==> src/rtl/ascon_pkg.sv <==
// Shared definitions for the Ascon absorb engine: mode codes, rates,
// round constant and padding helpers, and the 320-bit state type.
package ascon_pkg;

   localparam int STATE_W    = 320;
   localparam int MAX_ROUNDS = 12;

   typedef logic [STATE_W-1:0] ascon_state_t;

   localparam logic [1:0] AEAD128 = 2'b00;
   localparam logic [1:0] HASH256 = 2'b01;
   localparam logic [1:0] XOF128  = 2'b10;
   localparam logic [1:0] CXOF128 = 2'b11;

   localparam logic [4:0] RATE_AEAD = 5'd16;
   localparam logic [4:0] RATE_HASH = 5'd8;

   // Block rate in bytes for a mode
   function automatic logic [4:0] rate_bytes(input logic [1:0] m);
      return (m == AEAD128) ? RATE_AEAD : RATE_HASH;
   endfunction

   // Round constant for round index i (counted so the last round is 11)
   function automatic logic [7:0] rc(input logic [3:0] i);
      return {4'hF - i, i};
   endfunction

   // Keep the low n bytes of d and place the 0x01 pad byte just above them;
   // n = 8 returns the full word with no pad byte
   function automatic logic [63:0] pad_word(input logic [63:0] d, input logic [3:0] n);
      logic [63:0] w;
      w = '0;
      for (int b = 0; b < 8; b++) begin
         if (4'(b) < n)
            w[8*b +: 8] = d[8*b +: 8];
         else if (4'(b) == n)
            w[8*b +: 8] = 8'h01;
      end
      return w;
   endfunction

endpackage

==> src/rtl/ascon_round.sv <==
// One combinational Ascon round: constant addition into x2, the 5-bit
// bitsliced S-box, and the per-word linear diffusion layer.
module ascon_round
   import ascon_pkg::*;
(
   input  logic [STATE_W-1:0] state_in,
   input  logic [3:0]         round_idx,
   output logic [STATE_W-1:0] state_out
);

   function automatic logic [63:0] ror(input logic [63:0] x, input int r);
      return (x >> r) | (x << (64 - r));
   endfunction

   logic [63:0] a0, a1, a2, a3, a4;
   logic [63:0] p0, p2, p4;
   logic [63:0] q0, q1, q2, q3, q4;
   logic [63:0] s0, s1, s2, s3, s4;

   assign a0 = state_in[319:256];
   assign a1 = state_in[255:192];
   assign a2 = state_in[191:128] ^ {56'h0, rc(round_idx)};
   assign a3 = state_in[127:64];
   assign a4 = state_in[63:0];

   // S-box input mixing
   assign p0 = a0 ^ a4;
   assign p2 = a2 ^ a1;
   assign p4 = a4 ^ a3;

   // Chi-like nonlinear core
   assign q0 = p0 ^ (~a1 & p2);
   assign q1 = a1 ^ (~p2 & a3);
   assign q2 = p2 ^ (~a3 & p4);
   assign q3 = a3 ^ (~p4 & p0);
   assign q4 = p4 ^ (~p0 & a1);

   // S-box output mixing
   assign s0 = q0 ^ q4;
   assign s1 = q1 ^ q0;
   assign s2 = ~q2;
   assign s3 = q3 ^ q2;
   assign s4 = q4;

   assign state_out = {s0 ^ ror(s0, 19) ^ ror(s0, 28),
                       s1 ^ ror(s1, 61) ^ ror(s1, 39),
                       s2 ^ ror(s2,  1) ^ ror(s2,  6),
                       s3 ^ ror(s3, 10) ^ ror(s3, 17),
                       s4 ^ ror(s4,  7) ^ ror(s4, 41)};

endmodule

==> src/rtl/ascon_absorb_engine.sv <==
// Streaming absorb engine for Ascon AEAD128 / Hash256 / XOF128 / CXOF128.
// Pads and XORs rate-sized blocks into the state, permutes with UNROLL
// rounds per clock and hands the final state to the squeeze/encrypt stage.
// Optional: define ASCON_ABSORB_DOMSEP_EN to fold the AEAD domain-separation
// bit (x4 MSB) into the final permutation output.
module ascon_absorb_engine
   import ascon_pkg::*;
#(
   parameter int UNROLL      = 1,
   parameter int AEAD_ROUNDS = 8,
   parameter int HASH_ROUNDS = 12
) (
   input  logic               clk,
   input  logic               rst_n,
   input  logic               start,
   input  logic [1:0]         mode,
   input  logic [STATE_W-1:0] state_i,
   input  logic               in_valid,
   output logic               in_ready,
   input  logic [127:0]       in_data,
   input  logic [4:0]         in_bytes,
   input  logic               in_last,
   output logic               out_valid,
   input  logic               out_ready,
   output logic [STATE_W-1:0] state_o,
   output logic               busy,
   output logic               err
);

   localparam int CNT_W = $clog2(HASH_ROUNDS + 1);
   localparam logic [CNT_W-1:0] AEAD_START = CNT_W'(MAX_ROUNDS - AEAD_ROUNDS);
   localparam logic [CNT_W-1:0] HASH_START = CNT_W'(MAX_ROUNDS - HASH_ROUNDS);
   localparam logic [CNT_W-1:0] LAST_STEP  = CNT_W'(MAX_ROUNDS - UNROLL);
   localparam logic [CNT_W-1:0] STEP       = CNT_W'(UNROLL);

   localparam logic [2:0] S_IDLE = 3'd0;
   localparam logic [2:0] S_WAIT = 3'd1;
   localparam logic [2:0] S_PERM = 3'd2;
   localparam logic [2:0] S_PAD  = 3'd3;
   localparam logic [2:0] S_DONE = 3'd4;

`ifdef ASCON_ABSORB_DOMSEP_EN
   localparam logic [63:0] DOMSEP_X4 = 64'h8000_0000_0000_0000;
`else
   localparam logic [63:0] DOMSEP_X4 = 64'h0;
`endif

   localparam ascon_state_t PAD_ONLY = {63'h0, 1'b1, 256'h0};

   logic [2:0]       fsm_reg, fsm_next;
   ascon_state_t     st_reg, st_next;
   ascon_state_t     out_reg, out_next;
   logic [1:0]       mode_reg, mode_next;
   logic [CNT_W-1:0] round_reg, round_next;
   logic             last_reg, last_next;
   logic             pad_reg, pad_next;
   logic             err_reg, err_next;

   logic             is_aead;
   logic [4:0]       rate;
   logic             beat_full, beat_illegal;
   logic [CNT_W-1:0] start_idx;
   logic [63:0]      blk_x0, blk_x1;
   ascon_state_t     absorbed, perm_out, perm_final;
   ascon_state_t     chain [UNROLL+1];

   assign is_aead      = (mode_reg == AEAD128);
   assign rate         = rate_bytes(mode_reg);
   assign start_idx    = is_aead ? AEAD_START : HASH_START;
   assign beat_full    = (in_bytes == rate);
   assign beat_illegal = (in_bytes > rate) || (!in_last && !beat_full);

   // Padded block: x0 takes the first eight bytes, x1 the rest (AEAD only)
   assign blk_x0   = pad_word(in_data[127:64], (in_bytes >= 5'd8) ? 4'd8 : in_bytes[3:0]);
   assign blk_x1   = (is_aead && in_bytes >= 5'd8) ? pad_word(in_data[63:0], 4'(in_bytes - 5'd8)) : 64'h0;
   assign absorbed = st_reg ^ {blk_x0, blk_x1, 192'h0};

   // UNROLL rounds chained combinationally, consecutive round indices
   assign chain[0] = st_reg;
   generate
      for (genvar gi = 0; gi < UNROLL; gi++) begin : g_round
         ascon_round u_round (
            .state_in  (chain[gi]),
            .round_idx (4'(round_reg) + 4'(gi)),
            .state_out (chain[gi+1])
         );
      end
   endgenerate
   assign perm_out   = chain[UNROLL];
   assign perm_final = perm_out ^ {256'h0, (is_aead ? DOMSEP_X4 : 64'h0)};

   assign in_ready  = (fsm_reg == S_WAIT);
   assign out_valid = (fsm_reg == S_DONE);
   assign busy      = (fsm_reg != S_IDLE);
   assign err       = err_reg;
   assign state_o   = out_reg;

   // Next-state logic: FSM, round counter, padding flags and state update
   always_comb begin
      fsm_next   = fsm_reg;
      st_next    = st_reg;
      out_next   = out_reg;
      mode_next  = mode_reg;
      round_next = round_reg;
      last_next  = last_reg;
      pad_next   = pad_reg;
      err_next   = 1'b0;
      case (fsm_reg)
         S_IDLE: begin
            if (start) begin
               fsm_next  = S_WAIT;
               st_next   = state_i;
               mode_next = mode;
            end
         end
         S_WAIT: begin
            if (in_valid) begin
               if (beat_illegal) begin
                  err_next = 1'b1;
               end else begin
                  st_next    = absorbed;
                  last_next  = in_last;
                  pad_next   = in_last && beat_full;
                  round_next = start_idx;
                  if (in_last && !beat_full && !is_aead) begin
                     // Hash-family final partial block is not permuted
                     fsm_next = S_DONE;
                     out_next = absorbed;
                  end else begin
                     fsm_next = S_PERM;
                  end
               end
            end
         end
         S_PERM: begin
            st_next    = perm_out;
            round_next = round_reg + STEP;
            if (round_reg == LAST_STEP) begin
               if (!last_reg) begin
                  fsm_next = S_WAIT;
               end else if (pad_reg) begin
                  fsm_next = S_PAD;
               end else begin
                  fsm_next = S_DONE;
                  st_next  = perm_final;
                  out_next = perm_final;
               end
            end
         end
         S_PAD: begin
            st_next    = st_reg ^ PAD_ONLY;
            pad_next   = 1'b0;
            round_next = start_idx;
            if (is_aead) begin
               fsm_next = S_PERM;
            end else begin
               fsm_next = S_DONE;
               out_next = st_reg ^ PAD_ONLY;
            end
         end
         S_DONE: begin
            if (start) begin
               fsm_next  = S_WAIT;
               st_next   = state_i;
               mode_next = mode;
            end else if (out_ready) begin
               fsm_next = S_IDLE;
            end
         end
         default: fsm_next = S_IDLE;
      endcase
   end

   // State registers with asynchronous abort
   always_ff @(posedge clk or negedge rst_n) begin
      if (!rst_n) begin
         fsm_reg   <= S_IDLE;
         st_reg    <= '0;
         out_reg   <= '0;
         mode_reg  <= AEAD128;
         round_reg <= '0;
         last_reg  <= 1'b0;
         pad_reg   <= 1'b0;
         err_reg   <= 1'b0;
      end else begin
         fsm_reg   <= fsm_next;
         st_reg    <= st_next;
         out_reg   <= out_next;
         mode_reg  <= mode_next;
         round_reg <= round_next;
         last_reg  <= last_next;
         pad_reg   <= pad_next;
         err_reg   <= err_next;
      end
   end

endmodule

==> config.mk <==
export PLATFORM = sky130hd
export DESIGN_NAME = ascon_absorb_engine
export DESIGN_NICKNAME = d
export VERILOG_FILES = /design/src/rtl/ascon_pkg.sv /design/src/rtl/ascon_round.sv /design/src/rtl/ascon_absorb_engine.sv
export SDC_FILE = /design/constraint.sdc
export NUM_CORES = 2
export LEC_CHECK = 0
export ABC_AREA = 1
export BUFFER_PORTS_ARGS = -buffer_cell sky130_fd_sc_hd__buf_4
export CAP_MARGIN = 40
export CORE_ASPECT_RATIO = 1.25
export CORE_MARGIN = 3
export CORE_UTILIZATION = 40
export DETAILED_ROUTE_END_ITERATION = 8
export GPL_TIMING_DRIVEN = 0
export SLEW_MARGIN = 20
export SYNTH_ARGS = -nofsm -noshare
export SYNTH_HDL_FRONTEND = slang
export SYNTH_HIERARCHICAL = 1
export SYNTH_SLANG_ARGS = --single-unit
==> constraint.sdc <==
create_clock -name clk -period 2 [get_ports clk]
set_input_delay 0.2 -clock clk [delete_from_list [all_inputs] [get_ports clk]]
set_output_delay 0.2 -clock clk [all_outputs]
set_load 0.02 [all_outputs]
Yosys cells after proc, flatten, opt, wreduce, memory -nomap -nowiden
Cells that the tools add are included.

Output and inout port bits: 324. Word-level logic and storage cells: 202. Register bits: 652. Bits of input ports: 461.

$lt $le $gt $ge: 18. Mux-type cells: 68. Reduce and logical (&&, ||, !) cells: 27. Add/subtract/negate cells: 3. Bitwise operators: 47. Equality and inequality tests: 30.

Operators by type and width (number): 320-bit 2-to-1 mux (10); 64-bit XOR (21); 320-bit case mux with 4 select lines (1); 320-bit case mux with 3 select lines (1); 64-bit inverter (6); 64-bit AND (5); 320-bit XOR (1); 8-bit 2-to-1 mux (16); 64-bit 2-to-1 mux (1); 23-bit by 64-bit bitwise OR with 64-bit output (1); 25-bit by 64-bit bitwise OR with 64-bit output (1); 3-bit by 64-bit bitwise OR with 64-bit output (1); 36-bit by 64-bit bitwise OR with 64-bit output (1); 45-bit by 64-bit bitwise OR with 64-bit output (1); 47-bit by 64-bit bitwise OR with 64-bit output (1); 54-bit by 64-bit bitwise OR with 64-bit output (1); 57-bit by 64-bit bitwise OR with 64-bit output (1); 58-bit by 64-bit bitwise OR with 64-bit output (1); 63-bit by 64-bit bitwise OR with 64-bit output (1); 64-bit by 8-bit XOR with 64-bit output (1); 3-bit 2-to-1 mux (11); 3-bit by 4-bit == test with 1-bit output, first input constant (8); 3-bit by 4-bit < comparator with 1-bit output, first input constant (8); 1-bit 2-to-1 mux (21); other kinds (38) (72).

Depth between registers and ports, before layout
Word-level depth: 14. Gate-level depth with buffers: 21.

By module
The synthesis kept the hierarchy.

By module, submodules not included: ascon_absorb_engine (sequential area each 16315.6 um2, cells each 5023, area an instance 34857.2 um2, times used 1); ascon_round (sequential area each 0.0 um2, cells each 4120, area an instance 20422.1 um2, times used 1).

Worst setup path after synthesis
OpenSTA, ideal clock, no wires.

Path kind: register -> register. From: reg mode_reg[1]. To: reg out_reg[13] (netlist: state_o[13]). Path slack: -0.169 ns. Stages on the path, launching flop included: 14. Data arrival time: 2.104 ns. Buffers on the path: 2. Path through: dfrtp_1 > nor2_1 > inv_1 > ha_1 > inv_1 > o21ai_0 > nand3_2 > nand2_1 > nor2_2 > o21ai_4 > buf_4 > buf_2 > nand2_1 > nand2_1.

Cells in the longest elaborated chain, start to end: 8. Elaborated cells on any way between the ends: 14. Classes of those cells: 1 x order compare; 4 x eq/ne; 1 x mux; 8 x reduce/logical.

RTL lines: start: declaration (RTL line ascon_absorb_engine.sv:53) `logic [1:0] mode_reg, mode_next;`; start signal: assignment (RTL line ascon_absorb_engine.sv:189) `mode_reg <= mode_next;`; 2-bit logical NOT * (RTL line ascon_pkg.sv:20, ascon_absorb_engine.sv:67); branches (longest 6 deep; another with 5-bit greater-than comparator); 8-bit AND reduction (no line) *; end signal: assignment (RTL line ascon_absorb_engine.sv:188) `out_reg <= out_next;`; end: declaration (RTL line ascon_absorb_engine.sv:52) `ascon_state_t out_reg, out_next;`.

Every way passes the cells marked *. A chain may end at the register's enable or synchronous reset.

Worst setup path after layout
From: reg fsm_reg[2]. To: reg out_reg[192] (netlist: state_o[192]).

Cells in the longest elaborated chain, start to end: 3. Elaborated cells on any way between the ends: 13. Classes of those cells: 10 x eq/ne; 1 x mux; 2 x reduce/logical.

RTL lines: start: declaration (RTL line ascon_absorb_engine.sv:50) `logic [2:0] fsm_reg, fsm_next;`; start signal: assignment (RTL line ascon_absorb_engine.sv:186) `fsm_reg <= fsm_next;`; 3-bit by 2-bit == test with 1-bit output or 3-bit by 1-bit == test with 1-bit output (tied branches) (RTL line ascon_absorb_engine.sv:108) `case (fsm_reg)`; 2-bit inequality test (no line) (tied with other cells); 8-bit AND reduction (no line).

Parallel ways exist; a longest one is shown, timed or not.

==> results.md <==
- The global-route wire length before repair is 510000 µm.
- The number of instances in the synthesized netlist is 9143.
- The library cells used most frequently in the layout, excluding fill and tap cells, are sky130_fd_sc_hd__nand2_1 (3644), sky130_fd_sc_hd__buf_4 (1362), sky130_fd_sc_hd__nand2_2 (840).
- The share of layout cells above drive strength 1 is 39.6%.
- In this design, the stage delay of the slowest critical-path cell is 0.48 ns.
- The ratio of final minimum period to clock period is 133%.
- The actual transition at the worst max-transition pin is 1.05 ns.
- The synthesized netlist devotes 7.17% of its cell area to compound gates.
- The classification of the worst setup path is flip-flop to flip-flop.
- The normalized max-slew margin is 30.1%.
- In this run, CTS created clock tree buffers numbering 77.
- For this run, the top clock speed supported by timing is 377 MHz.
- The cell repeated most along the worst path is sky130_fd_sc_hd__nand2_1.
- The area of the mapped netlist is 0.0553 mm².
- The worst setup timing slack at the placement stage is -1.36 ns.
- The maximum number of pins on one net before global-route repair is 96.
- Of all flip-flops after synthesis, the portion carrying an async set or reset was 100%.
- The worst setup slack after layout is -0.651 ns.
- At the worst endpoint, the required time is 2.71 ns.
- The global route total overflow is 0.
- After Yosys synthesis, XOR and XNOR cells account for 7.75% of the synthesized area.
- The net count of the finished layout is 11900.
- The die area is 0.143 mm².
- The number of nets with antenna violations after routing is 0.
- Across the run, the number of max-cap violations was 0.
- The area added between synthesis and finish is 68.4%.
- The timing startpoint of the critical path is fsm_reg[2].
- The final reports fail on negative hold slack, negative setup slack.
- Counting both buffers and inverters, the worst setup path holds a total of 5.
- The number of I/O port buffers is 781.
- The all-layer global routing usage is 50.9%.
- The post-synthesis share of cell area spent on full adders, half adders and majority gates is 2.97%.
- After synthesis the netlist holds a flip-flop and latch count of 652.
- By area, the combinational part of the netlist is dominated by simple AND/OR/NAND/NOR gates.
- Broken down by cell family, the worst path's largest delay share belongs to buffers and inverters.
- The clock net in this run drives a total of 652 sinks.
- The run finished, with violations left.
- The die extent in x is 339 µm.
- The placer congestion estimate is 1.13.
- The number of H-tree levels is 3.
- The CTS clock-pin slew for the worst setup and hold paths is 0.06 ns.
- Along the worst path, the maximum fanout reaches 10.
- The later pin in the worst-skew pair is clocked with a latency of 0.78 ns.
- 785 I/O pins were placed.
- Summed over all nets, wire length on met3 after detailed routing comes to 49600 µm.
- The final hold violation count was 1.
- The uppermost metal layer occupied by signal nets is met5.
- Setup repair after global routing could not meet its margin everywhere.
- Fill cells in the final layout number 11300.
- Setup violations remaining at the end of the flow were counted as 783.
- The number of vias per cell after detailed routing is 5.83.
- The worst setup path is captured at a flip-flop.
- The die extent in y is 422 µm.
- Final hold analysis gives a worst-case slack of -0.00669 ns.
- Leaving out filler cells and counting taps, the final layout contains 13200.
- The min-delay analysis places its worst path in the category input pin to flip-flop.
- For this run, the detailed router's first-pass iteration total came to 9.
- For this run, the leading register cell type out of synthesis is sky130_fd_sc_hd__dfrtp_1.
- The arrival time at the worst endpoint is 3.36 ns.
- In the final routing, the length of wire on met1 measures 127000 µm.
- On the critical path, the stage with the largest delay is an instance of sky130_fd_sc_hd__dfrtp_2.
- The multiplexer area fraction after synthesis is 0.0407%.
- The leading cell type in the layout, fill and taps excluded is sky130_fd_sc_hd__nand2_1.
- The synthesized netlist contains 39 unique library cells.
- The part of the Yosys area used for sequential elements is 29.5%.
- The number of remaining DRC errors is 0.
- The worst hold path begins at in_data[125].
- After floorplanning, the core was divided into 151 placement rows.
- The wire length on met2 is 166000 µm.
- The effective utilization at floorplan is 40.5%.
- On the final layout, the worst clock skew is 0.0364 ns.
- The number of antenna violations at the first check in global routing is 17.
- The number of nets handed over by synthesis was 9735.
- The maximum clock path buffer count is 3.
- The Yosys step of the flow raised 6 warnings.
- Subtracting the final worst setup slack from the clock period gives 2.65 ns.
- TritonCTS built the clock tree.
- The routed layout has 76800 vias.
- The count of pins over their slew limit is 0.
- Wires add up to 399000 µm.
- The tree is rooted in a sky130_fd_sc_hd__clkbuf_16.
- Dividing the detail-routed wire length by the instance count gives 30.3 µm.
- The placeable core region is 0.136 mm².
- The number of cells after detailed placement is 11800.
- The violation count after the first detailed-routing iteration is 9543.
- The final setup TNS is -284.83 ns.
- The worst register-to-register path begins at fsm_reg[2].
- Traced cell by cell, the critical path runs through inv_2, nand2_1, nor2_1, buf_4, clkbuf_4, clkbuf_2, buf_8, a21oi_1, nand2_1, nand2_2, nand2_1.
- The average instance in the mapped netlist occupies 6.05 µm².
- The number of synthesized flops with an enable pin is 0.
- The basic-gate share of the synthesized area counting and, or, nand and nor cells is 44.4%.
- Summed over all nets, the half-perimeter wirelength after detailed placement is 298000 µm.
- STA classifies the critical path startpoint as a flip-flop.
- The via count of the first global-routing pass was 68400.
-- cell usage after synthesis, types with 10 or more instances --
| library cell | n | area share [%] |
|---|---|---|
| sky130_fd_sc_hd__a21oi_1 | 232 | 2.1 |
| sky130_fd_sc_hd__nand2_2 | 27 | 0.31 |
| sky130_fd_sc_hd__xor2_2 | 18 | 0.53 |
| sky130_fd_sc_hd__nand3b_1 | 46 | 0.62 |
| sky130_fd_sc_hd__xor2_1 | 201 | 3.2 |
| sky130_fd_sc_hd__buf_1 | 18 | 0.12 |
| sky130_fd_sc_hd__inv_1 | 792 | 5.4 |
| sky130_fd_sc_hd__buf_4 | 50 | 0.68 |
| sky130_fd_sc_hd__clkbuf_1 | 95 | 0.65 |
| sky130_fd_sc_hd__o21ai_0 | 139 | 1.3 |
| sky130_fd_sc_hd__a31oi_1 | 192 | 2.2 |
| sky130_fd_sc_hd__o21ai_1 | 36 | 0.33 |
| sky130_fd_sc_hd__a21boi_2 | 31 | 0.63 |
| sky130_fd_sc_hd__nand4_1 | 169 | 1.9 |
| sky130_fd_sc_hd__xnor2_2 | 50 | 1.5 |
| sky130_fd_sc_hd__dfrtp_1 | 652 | 30 |
| sky130_fd_sc_hd__buf_2 | 135 | 1.2 |
| sky130_fd_sc_hd__a22oi_1 | 25 | 0.34 |
| sky130_fd_sc_hd__nor2_1 | 368 | 2.5 |
| sky130_fd_sc_hd__inv_2 | 10 | 0.068 |
| sky130_fd_sc_hd__ha_1 | 131 | 3.0 |
| sky130_fd_sc_hd__xnor2_1 | 162 | 2.6 |
| sky130_fd_sc_hd__nand2_1 | 4947 | 34 |
| sky130_fd_sc_hd__nand3_1 | 572 | 5.2 |
-- final timing paths --
kind | end | slack (ns) | cells after the start
max | state_o[192] | -0.65 | 11
min | st_reg[317] | -0.007 | 6
max reg2reg | state_o[192] | -0.65 | 11
min reg2reg | state_o[138] | 0.47 | 2
max in group asynchronous | st_reg[76] | -0.24 | 10
min in group asynchronous | state_o[294] | 0.66 | 7
-- per-stage QoR --
step / util [%] / instance area, µm²
floorplan: - / 55400
global placement: 46.6 / 63500
detailed placement: 47.0 / 64200
CTS: 59.6 / 81400
global route: 68.2 / 93100
finish: 68.2 / 93100
-- repair_timing --
| action | CTS | global route |
|---|---|---|
| setup endpoints to repair | 651 | 874 |
| endpoints found under the hold margin | 570 | 166 |
| buffers inserted | 332 | 383 |
| gates cloned | 26 | 56 |
| pin swaps | 311 | 688 |
| gates resized for setup | 1732 | 2068 |
| hold buffers | 443 | 1 |
-- cell type report --
cell class	count	area [µm²]	area share, %
sequential	652	16700	17.9
buffer	288	2720	2.92
timing repair buffer	2059	19800	21.2
clock buffer	103	2180	2.34
antenna	7	17.5	0.0188
multi-input combinational	7389	46000	49.4
inverter	802	3170	3.41
tap	1836	2300	2.47
clock inverter	37	305	0.328
-- layer usage --
metal	vias to the layer above	GRT usage, %
met3	2016	13.9
li1	32900	-
met4	8	54.0
met5	-	0.235
met2	5735	76.0
met1	36100	56.3
-- kinds of logic (layout without fill, tap and decap cells) --
family	after synthesis	after routing
xor gates and xnor gates	431	431
other	0	7
muxes	2	2
DFF	652	652
adders and majority gates	131	131
AOI/OAI and AO/OA	677	677
and+or+nand+nor	6148	6148
buffers and inverters	1102	3289
-- worst register-to-register path, cell delays in order, from the launching register on --
cell                       delay [ns]
sky130_fd_sc_hd__dfrtp_2         0.48
sky130_fd_sc_hd__inv_2           0.15
sky130_fd_sc_hd__nand2_1         0.12
sky130_fd_sc_hd__nor2_1          0.23
sky130_fd_sc_hd__buf_4           0.27
sky130_fd_sc_hd__clkbuf_4        0.31
sky130_fd_sc_hd__clkbuf_2        0.28
sky130_fd_sc_hd__buf_8           0.19
sky130_fd_sc_hd__a21oi_1         0.10
sky130_fd_sc_hd__nand2_1         0.27
sky130_fd_sc_hd__nand2_2         0.12
sky130_fd_sc_hd__nand2_1         0.08
Power is not shown: default switching activity piles up to over one toggle a cycle in this logic, so the estimate is an artifact.
